<file path="config.mk">
export PLATFORM = sky130hd
export DESIGN_NAME = fp_mult_pipe
export DESIGN_NICKNAME = d
export VERILOG_FILES = /design/src/rtl/fp_pkg.sv /design/src/rtl/fp_norm_round.sv /design/src/rtl/fp_mult_pipe.sv
export SDC_FILE = /design/constraint.sdc
export NUM_CORES = 1
export LEC_CHECK = 0
export ABC_AREA = 1
export CORE_UTILIZATION = 55
export CTS_CLUSTER_DIAMETER = 50
export CTS_CLUSTER_SIZE = 40
export DETAILED_ROUTE_END_ITERATION = 10
export GPL_ROUTABILITY_DRIVEN = 1
export PLACE_DENSITY = 0.79
export SYNTH_ARGS = -nofsm -noshare
export SYNTH_HDL_FRONTEND = slang
export SYNTH_SLANG_ARGS = --single-unit
</file>
<file path="constraint.sdc">
create_clock -name clk_i -period 6.9 [get_ports clk_i]
set_input_delay 1.035 -clock clk_i [delete_from_list [all_inputs] [get_ports clk_i]]
set_output_delay 1.035 -clock clk_i [all_outputs]
set_load 0.02 [all_outputs]
</file>
<file path="src/rtl/fp_pkg.sv">
// Shared floating-point helpers for the arithmetic datapath blocks.
// Holds field-position and width helpers, the exception flag layout, and the
// exponent bias derivation so every fp_* block slices operands identically.
package fp_pkg;

    // Exception flag bit positions within the 3-bit flag vector.
    localparam int FLAG_W    = 3;
    localparam int FLAG_OVF  = 2;
    localparam int FLAG_UNF  = 1;
    localparam int FLAG_ZERO = 0;

    // Exponent bias for a given exponent width: 2^(exp_w-1) - 1.
    function automatic int fp_bias(input int exp_w);
        return (1 << (exp_w - 1)) - 1;
    endfunction

    // Total packed width {sign, exp, man}.
    function automatic int fp_width(input int exp_w, input int man_w);
        return 1 + exp_w + man_w;
    endfunction

    // Bit index of the exponent field LSB within a packed operand.
    function automatic int fp_exp_lsb(input int man_w);
        return man_w;
    endfunction

    // Bit index of the sign bit within a packed operand.
    function automatic int fp_sign_pos(input int exp_w, input int man_w);
        return exp_w + man_w;
    endfunction

    // Width of the full significand product {1,manA}*{1,manB}.
    function automatic int fp_prod_w(input int man_w);
        return 2 * man_w + 2;
    endfunction

    // Width of the signed working exponent; two guard bits cover the
    // full range of eA+eB-BIAS plus the normalise and rounding increments.
    function automatic int fp_sexp_w(input int exp_w);
        return exp_w + 2;
    endfunction

endpackage

</file>
<file path="src/rtl/fp_norm_round.sv">
// Purpose: normalise the significand product, round to nearest even, then
//          select zero / underflow / saturate / normal result and flags.
// Ports:   sign_i, zero_i, exp_i (signed working exponent e0), prod_i in;
//          result_o {sign,exp,man} and flags_o {ovf,unf,zero} out. Purely combinational.
module fp_norm_round
    import fp_pkg::*;
#(
    parameter int EXP_W = 5,
    parameter int MAN_W = 10
) (
    input  logic                     sign_i,
    input  logic                     zero_i,
    input  logic [EXP_W+1:0]         exp_i,
    input  logic [2*MAN_W+1:0]       prod_i,
    output logic [EXP_W+MAN_W:0]     result_o,
    output logic [FLAG_W-1:0]        flags_o
);

    localparam int XW = fp_sexp_w(EXP_W);
    localparam int PW = fp_prod_w(MAN_W);

    logic             msb;
    logic [PW-2:0]    norm;
    logic [MAN_W-1:0] man;
    logic             guard;
    logic             sticky;
    logic             round_up;
    logic [MAN_W:0]   man_sum;
    logic             carry;
    logic [MAN_W-1:0] man_rnd;
    logic [XW-1:0]    e1;
    logic [XW-1:0]    e2;
    logic             underflow;
    logic             overflow;

    always_comb begin
        // Product of two [1,2) significands lies in [1,4): the top bit tells
        // whether one extra integer bit must be absorbed into the exponent.
        // Shifting the low case left by one aligns both cases so the
        // mantissa, guard and sticky fields sit at fixed positions.
        msb  = prod_i[PW-1];
        norm = msb ? prod_i[PW-2:0] : {prod_i[PW-3:0], 1'b0};

        man      = norm[PW-2 -: MAN_W];
        guard    = norm[MAN_W];
        sticky   = |norm[MAN_W-1:0];
        round_up = guard & (sticky | man[0]);

        // On carry-out the low MAN_W bits of the sum are already zero, which
        // is exactly the rounded mantissa after the exponent bump.
        man_sum = {1'b0, man} + {{MAN_W{1'b0}}, round_up};
        carry   = man_sum[MAN_W];
        man_rnd = man_sum[MAN_W-1:0];

        e1 = exp_i + {{(XW-1){1'b0}}, msb};
        e2 = e1 + {{(XW-1){1'b0}}, carry};

        // e2 is signed: negative or zero underflows; any value with bit
        // EXP_W set (and non-negative) exceeds the all-ones exponent.
        underflow = e2[XW-1] | (e2 == '0);
        overflow  = ~e2[XW-1] & e2[XW-2];

        result_o = '0;
        flags_o  = '0;
        if (zero_i) begin
            flags_o[FLAG_ZERO] = 1'b1;
        end else if (underflow) begin
            flags_o[FLAG_UNF] = 1'b1;
        end else if (overflow) begin
            result_o          = {sign_i, {(EXP_W+MAN_W){1'b1}}};
            flags_o[FLAG_OVF] = 1'b1;
        end else begin
            result_o = {sign_i, e2[EXP_W-1:0], man_rnd};
        end
    end

endmodule

</file>
<file path="src/rtl/fp_mult_pipe.sv">
// Purpose: parametrised 3-stage floating-point multiplier (RNE, flush-to-zero,
//          saturating, no inf/NaN) with valid/ready handshake and exception flags.
// Ports:   clk_i, rst_n_i (sync, active-low); valid_i/ready_o/data_1_i/data_2_i in;
//          valid_o/ready_i/data_mult_o/flags_o out. A full-pipe stall freezes all stages.
// Legal parameter range: EXP_W 4..8, MAN_W 3..23.
module fp_mult_pipe
    import fp_pkg::*;
#(
    parameter int EXP_W = 5,
    parameter int MAN_W = 10
) (
    input  logic                 clk_i,
    input  logic                 rst_n_i,
    input  logic                 valid_i,
    output logic                 ready_o,
    input  logic [EXP_W+MAN_W:0] data_1_i,
    input  logic [EXP_W+MAN_W:0] data_2_i,
    output logic                 valid_o,
    input  logic                 ready_i,
    output logic [EXP_W+MAN_W:0] data_mult_o,
    output logic [FLAG_W-1:0]    flags_o
);

    localparam int BIAS     = fp_bias(EXP_W);
    localparam int XW       = fp_sexp_w(EXP_W);
    localparam int PW       = fp_prod_w(MAN_W);
    localparam int EXP_LSB  = fp_exp_lsb(MAN_W);
    localparam int SIGN_POS = fp_sign_pos(EXP_W, MAN_W);

    localparam logic [XW-1:0] BIAS_X = BIAS[XW-1:0];

    // Global advance enable: the whole pipe moves only when the output
    // register is empty or being drained this cycle.
    logic en;

    logic [EXP_W-1:0] exp_a;
    logic [EXP_W-1:0] exp_b;

    // S1: unpacked operands, sign, unbiased exponent sum, zero detect.
    logic             s1_vld_d,   s1_vld_q;
    logic             s1_sign_d,  s1_sign_q;
    logic             s1_zero_d,  s1_zero_q;
    logic [XW-1:0]    s1_exp_d,   s1_exp_q;
    logic [MAN_W-1:0] s1_man_a_d, s1_man_a_q;
    logic [MAN_W-1:0] s1_man_b_d, s1_man_b_q;

    // S2: full significand product.
    logic             s2_vld_d,   s2_vld_q;
    logic             s2_sign_d,  s2_sign_q;
    logic             s2_zero_d,  s2_zero_q;
    logic [XW-1:0]    s2_exp_d,   s2_exp_q;
    logic [PW-1:0]    s2_prod_d,  s2_prod_q;
    logic [PW-1:0]    mul_a;
    logic [PW-1:0]    mul_b;

    // S3: registered outputs.
    logic                 out_vld_d,   out_vld_q;
    logic [EXP_W+MAN_W:0] out_dat_d,   out_dat_q;
    logic [FLAG_W-1:0]    out_flags_d, out_flags_q;

    logic [EXP_W+MAN_W:0] nr_result;
    logic [FLAG_W-1:0]    nr_flags;

    fp_norm_round #(
        .EXP_W (EXP_W),
        .MAN_W (MAN_W)
    ) u_norm_round (
        .sign_i   (s2_sign_q),
        .zero_i   (s2_zero_q),
        .exp_i    (s2_exp_q),
        .prod_i   (s2_prod_q),
        .result_o (nr_result),
        .flags_o  (nr_flags)
    );

    always_comb begin
        en = ~out_vld_q | ready_i;

        exp_a = data_1_i[EXP_LSB +: EXP_W];
        exp_b = data_2_i[EXP_LSB +: EXP_W];

        // Hidden bit restored; operands zero-extended to product width so the
        // multiply is evaluated at full precision.
        mul_a = {{(MAN_W+1){1'b0}}, 1'b1, s1_man_a_q};
        mul_b = {{(MAN_W+1){1'b0}}, 1'b1, s1_man_b_q};

        // Default: every stage holds.
        s1_vld_d    = s1_vld_q;
        s1_sign_d   = s1_sign_q;
        s1_zero_d   = s1_zero_q;
        s1_exp_d    = s1_exp_q;
        s1_man_a_d  = s1_man_a_q;
        s1_man_b_d  = s1_man_b_q;
        s2_vld_d    = s2_vld_q;
        s2_sign_d   = s2_sign_q;
        s2_zero_d   = s2_zero_q;
        s2_exp_d    = s2_exp_q;
        s2_prod_d   = s2_prod_q;
        out_vld_d   = out_vld_q;
        out_dat_d   = out_dat_q;
        out_flags_d = out_flags_q;

        if (en) begin
            // Bubbles shift like real entries; their payload is don't-care
            // because it is always qualified by the stage valid bit.
            s1_vld_d   = valid_i;
            s1_sign_d  = data_1_i[SIGN_POS] ^ data_2_i[SIGN_POS];
            s1_zero_d  = (exp_a == '0) | (exp_b == '0);
            s1_exp_d   = {2'b00, exp_a} + {2'b00, exp_b} - BIAS_X;
            s1_man_a_d = data_1_i[MAN_W-1:0];
            s1_man_b_d = data_2_i[MAN_W-1:0];

            s2_vld_d   = s1_vld_q;
            s2_sign_d  = s1_sign_q;
            s2_zero_d  = s1_zero_q;
            s2_exp_d   = s1_exp_q;
            s2_prod_d  = mul_a * mul_b;

            out_vld_d   = s2_vld_q;
            out_dat_d   = nr_result;
            out_flags_d = nr_flags;
        end
    end

    always_ff @(posedge clk_i) begin
        if (!rst_n_i) begin
            s1_vld_q    <= 1'b0;
            s1_sign_q   <= 1'b0;
            s1_zero_q   <= 1'b0;
            s1_exp_q    <= '0;
            s1_man_a_q  <= '0;
            s1_man_b_q  <= '0;
            s2_vld_q    <= 1'b0;
            s2_sign_q   <= 1'b0;
            s2_zero_q   <= 1'b0;
            s2_exp_q    <= '0;
            s2_prod_q   <= '0;
            out_vld_q   <= 1'b0;
            out_dat_q   <= '0;
            out_flags_q <= '0;
        end else begin
            s1_vld_q    <= s1_vld_d;
            s1_sign_q   <= s1_sign_d;
            s1_zero_q   <= s1_zero_d;
            s1_exp_q    <= s1_exp_d;
            s1_man_a_q  <= s1_man_a_d;
            s1_man_b_q  <= s1_man_b_d;
            s2_vld_q    <= s2_vld_d;
            s2_sign_q   <= s2_sign_d;
            s2_zero_q   <= s2_zero_d;
            s2_exp_q    <= s2_exp_d;
            s2_prod_q   <= s2_prod_d;
            out_vld_q   <= out_vld_d;
            out_dat_q   <= out_dat_d;
            out_flags_q <= out_flags_d;
        end
    end

    assign ready_o     = en;
    assign valid_o     = out_vld_q;
    assign data_mult_o = out_dat_q;
    assign flags_o     = out_flags_q;

endmodule

</file>
==> metrics.md <==
| Metric | Value |
|---|---|
| Critical path class | reg2reg |
| CTS buffer count | 9 |
| Avg WL per Cell | 13.0 um |
| Crit-path cells | nand2_1 -> fa_1 -> inv_1 -> fa_1 -> fa_1 -> fa_1 -> inv_1 -> fa_1 -> inv_1 -> ha_1 -> nand2_1 -> nor2_1 -> nand3_1 -> nand3_1 -> nand2_1 -> nand3_1 -> nand2_1 -> nor2_1 -> nor2_1 |
| Die W | 123 um |
| Fill cell count | 1262 |
| First-pass GRT wire length | 30500 um |
| Post-Synthesis Cells | 1112 |
| Post-CTS Setup Bufs | 0 |
| Mapped Avg Cell Area | 7.23 um^2 |
| Final Setup Violations | 0 |
| Startpoint Class | flip-flop |
| CTS H-tree depth | 3 |
| Sequential area share after synthesis | 0.204 |
| Starting Density | 0.572 |
| Area Growth Syn to Fin | 10.9% |
| Post-synth cell types | 38 |
| Relative max-transition margin | 0.266 |
| Sink Count | 82 |
| Synth area leader | dfxtp_1 |
| Multi-input combinational cell area | 5270 um^2 |
| Mapped Area | 8040 um^2 |
| Syn nets | 1301 |
| Final ANT Viol Nets | 0 |
| Diode count | 0 |
| Drt total wl | 17100 um |
| R2R setup slack | 1.86 ns |
| Yosys reg bits | 82 |
| Largest net degree at the start of global routing | 81 |
| Via count | 6781 |
| Storage element area | 1640 um^2 |
| Port Buffers | 56 |
| Hold Fails Final Rpt | 0 |
| Total power per unit cell area | 222 nW/um^2 |
| Area fraction of the dominant cell type after synthesis | 0.204 |
| Data arrival time of the critical path | 5.28 ns |
| # DRC | 0 |
| GPL Wtd Cong | 0.891 |
| Slowest-stage cell, CP | dfxtp_1 |
| Core ar. | 14000 um^2 |
| Number of flops mapped to enable cells by yosys | 0 |
| Post-synth ARST share | 0 |
| Hold Crit Class | reg2reg |
| Iteration-0 DRC Markers | 343 |
| Hold buffer count at CTS | 0 |
| Total die area | 15100 um^2 |
| Tmin final | 5.04 ns |
| Vias per cell | 5.15 |
| Final max-slew violation count | 0 |
| Worst setup EP type | flip-flop |
| Clock buffer depth | 2 |
| Maxcap violations | 0 |
| Nets | 1320 |
| Overall global routing resource usage | 0.258 |
| Root buffer cell | clkbuf_16 |
| Grt ovf | 0 |
| Most frequent CP cell | fa_1 |
| Initial antenna violation count | 0 |
| Leakage | 4.89 nW |
| # IOs | 57 |
| Fmax | 198 MHz |
| Crit-path max FO | 12 |
| Row Count | 43 |
| First-pass DRT Iterations | 5 |
| CTS tree | built |
| Die H | 123 um |
| Tcrit/Tclk final | 0.731 |
| Slew @ Worst Pin | 1.10 ns |
| Post-DP HPWL | 12900 um |
| Overall power | 1.98 mW |
| Peak VDD IR | 0.154 mV |
| Vias in the first global route | 6827 |
| Predominant post-synthesis flop cell | dfxtp_1 |
| Clock Latency Late Sink | 0.35 ns |
| Ys Warns | 0 |
| Crit path required time | 7.14 ns |
| Cts repair resizes | 0 |
| Setup TNS | 0 ns |
| RSZ-0062 raised after global routing | no |
| Status | completed |
| Layout cells sized above 1 | 0.0528 |
| Clock slew at reported path FFs | 0.07 ns |
| Setup Skew | 0.00735 ns |
| Leading post-synthesis cells by cell area | dfxtp_1, fa_1, nand2_1, inv_1, ha_1 |
| Largest stage delay, worst path | 0.65 ns |
==> kinds of logic (layout without fill, tap and decap cells) <==
kind of cell,count (synthesis),after routing,share of synthesized area
AND/OR/NAND/NOR,426,426,0.224
flip-flops,82,82,0.204
buffers and inverters,291,315,0.141
AO/OA/AOI/OAI,146,146,0.101
XOR/XNOR,14,14,0.0153
adder cells (fa/ha/maj),153,153,0.315
==> sequential cells by signal, summed over array words and instances, names as in the netlist, 3 cells and up <==
name	count
s1_man_a_q	10
s1_man_b_q	10
flags_o	3
s2_exp_q	7
s2_prod_q	22
data_mult_o	16
s1_exp_q	7
==> routing by layer <==
metal	track usage	part of all wire	vias to the layer above
met5	0	0	-
met4	0.103	0.033	0
met3	0.0521	0.050	47
met2	0.447	0.49	181
met1	0.314	0.43	3156
li1	-	-	3397
==> per-stage QoR <==
step | hold slack, ns | setup slack, ns | std cells | utilization | instance area (um^2)
after floorplan | 0.430 | 2.30 | 1112 | - | 8040
after global placement | 0.442 | 1.99 | 1300 | 0.613 | 8610
after detailed placement | 0.452 | 1.88 | 1300 | 0.613 | 8610
after CTS | 0.463 | 1.85 | 1316 | 0.635 | 8910
after global routing | 0.483 | 1.47 | 1316 | 0.635 | 8910
final | 0.458 | 1.86 | 1316 | 0.635 | 8910
==> final timing paths <==
kind,from,to,cells after the start
hold / removal,s2_vld_q,s2_vld_q,2
setup / recovery,s1_man_b_q[9],s2_prod_q[20],19
hold reg to reg,s2_vld_q,s2_vld_q,2
setup reg to reg,s1_man_b_q[9],s2_prod_q[20],19
==> placed cells by master, fill, tap and decap left out, types with 2 or more instances in the layout <==
| cell | synthesis | final |
|---|---|---|
| fa_1 | 82 | 82 |
| nand2_1 | 257 | 257 |
| nor4_1 | 2 | 2 |
| dfxtp_1 | 82 | 82 |
| ha_1 | 71 | 71 |
| clkbuf_16 | 0 | 9 |
| nand4_1 | 3 | 3 |
| inv_6 | 0 | 3 |
| a21oi_1 | 50 | 50 |
| o21bai_1 | 8 | 8 |
| o211ai_1 | 3 | 3 |
| nor2_1 | 78 | 78 |
| inv_1 | 239 | 238 |
| clkdlybuf4s50_1 | 0 | 55 |
| inv_2 | 1 | 2 |
| nand3_1 | 49 | 49 |
| nand2_4 | 2 | 2 |
| o21ai_1 | 3 | 3 |
| nand2_2 | 17 | 17 |
| nor2_2 | 3 | 2 |
| xor2_1 | 8 | 8 |
| o21ai_0 | 69 | 69 |
| nor3_1 | 4 | 4 |
| xnor2_1 | 6 | 6 |
| a21oi_2 | 10 | 10 |
| and2_1 | 4 | 4 |
| nor2_4 | 2 | 3 |
==> report_power, final <==
part	internal (mW)	switching, mW
combinational	0.342	0.513
clock	0.287	0.223
sequential	0.544	0.0712
==> worst max-delay path: cells and delay by family (launching register included) <==
kind | cells | cell delay (ns)
buffers and inverters | 3 | 0.15
AND/OR/NAND/NOR | 10 | 1.14
flip-flops | 1 | 0.65
adder cells (fa/ha/maj) | 6 | 2.98
==> synth_stat cells, drive strengths merged, types with 8 or more instances <==
library cell    n
nand3          50
fa             82
xor2            8
ha             71
clkbuf         43
o21ai          73
dfxtp          82
a21oi          60
nor2           84
o21bai          9
nand2         276
inv           241
==> cell type report <==
cell class / count / area share
multi-input cells: 739 / 0.591
flip-flops and latches: 82 / 0.184
inverters: 242 / 0.102
repair buffers: 57 / 0.0632
clock buffers: 9 / 0.0253
well taps: 180 / 0.0253
clock inverters: 7 / 0.00912
No activity file was read; power rests on OpenSTA's default activity.
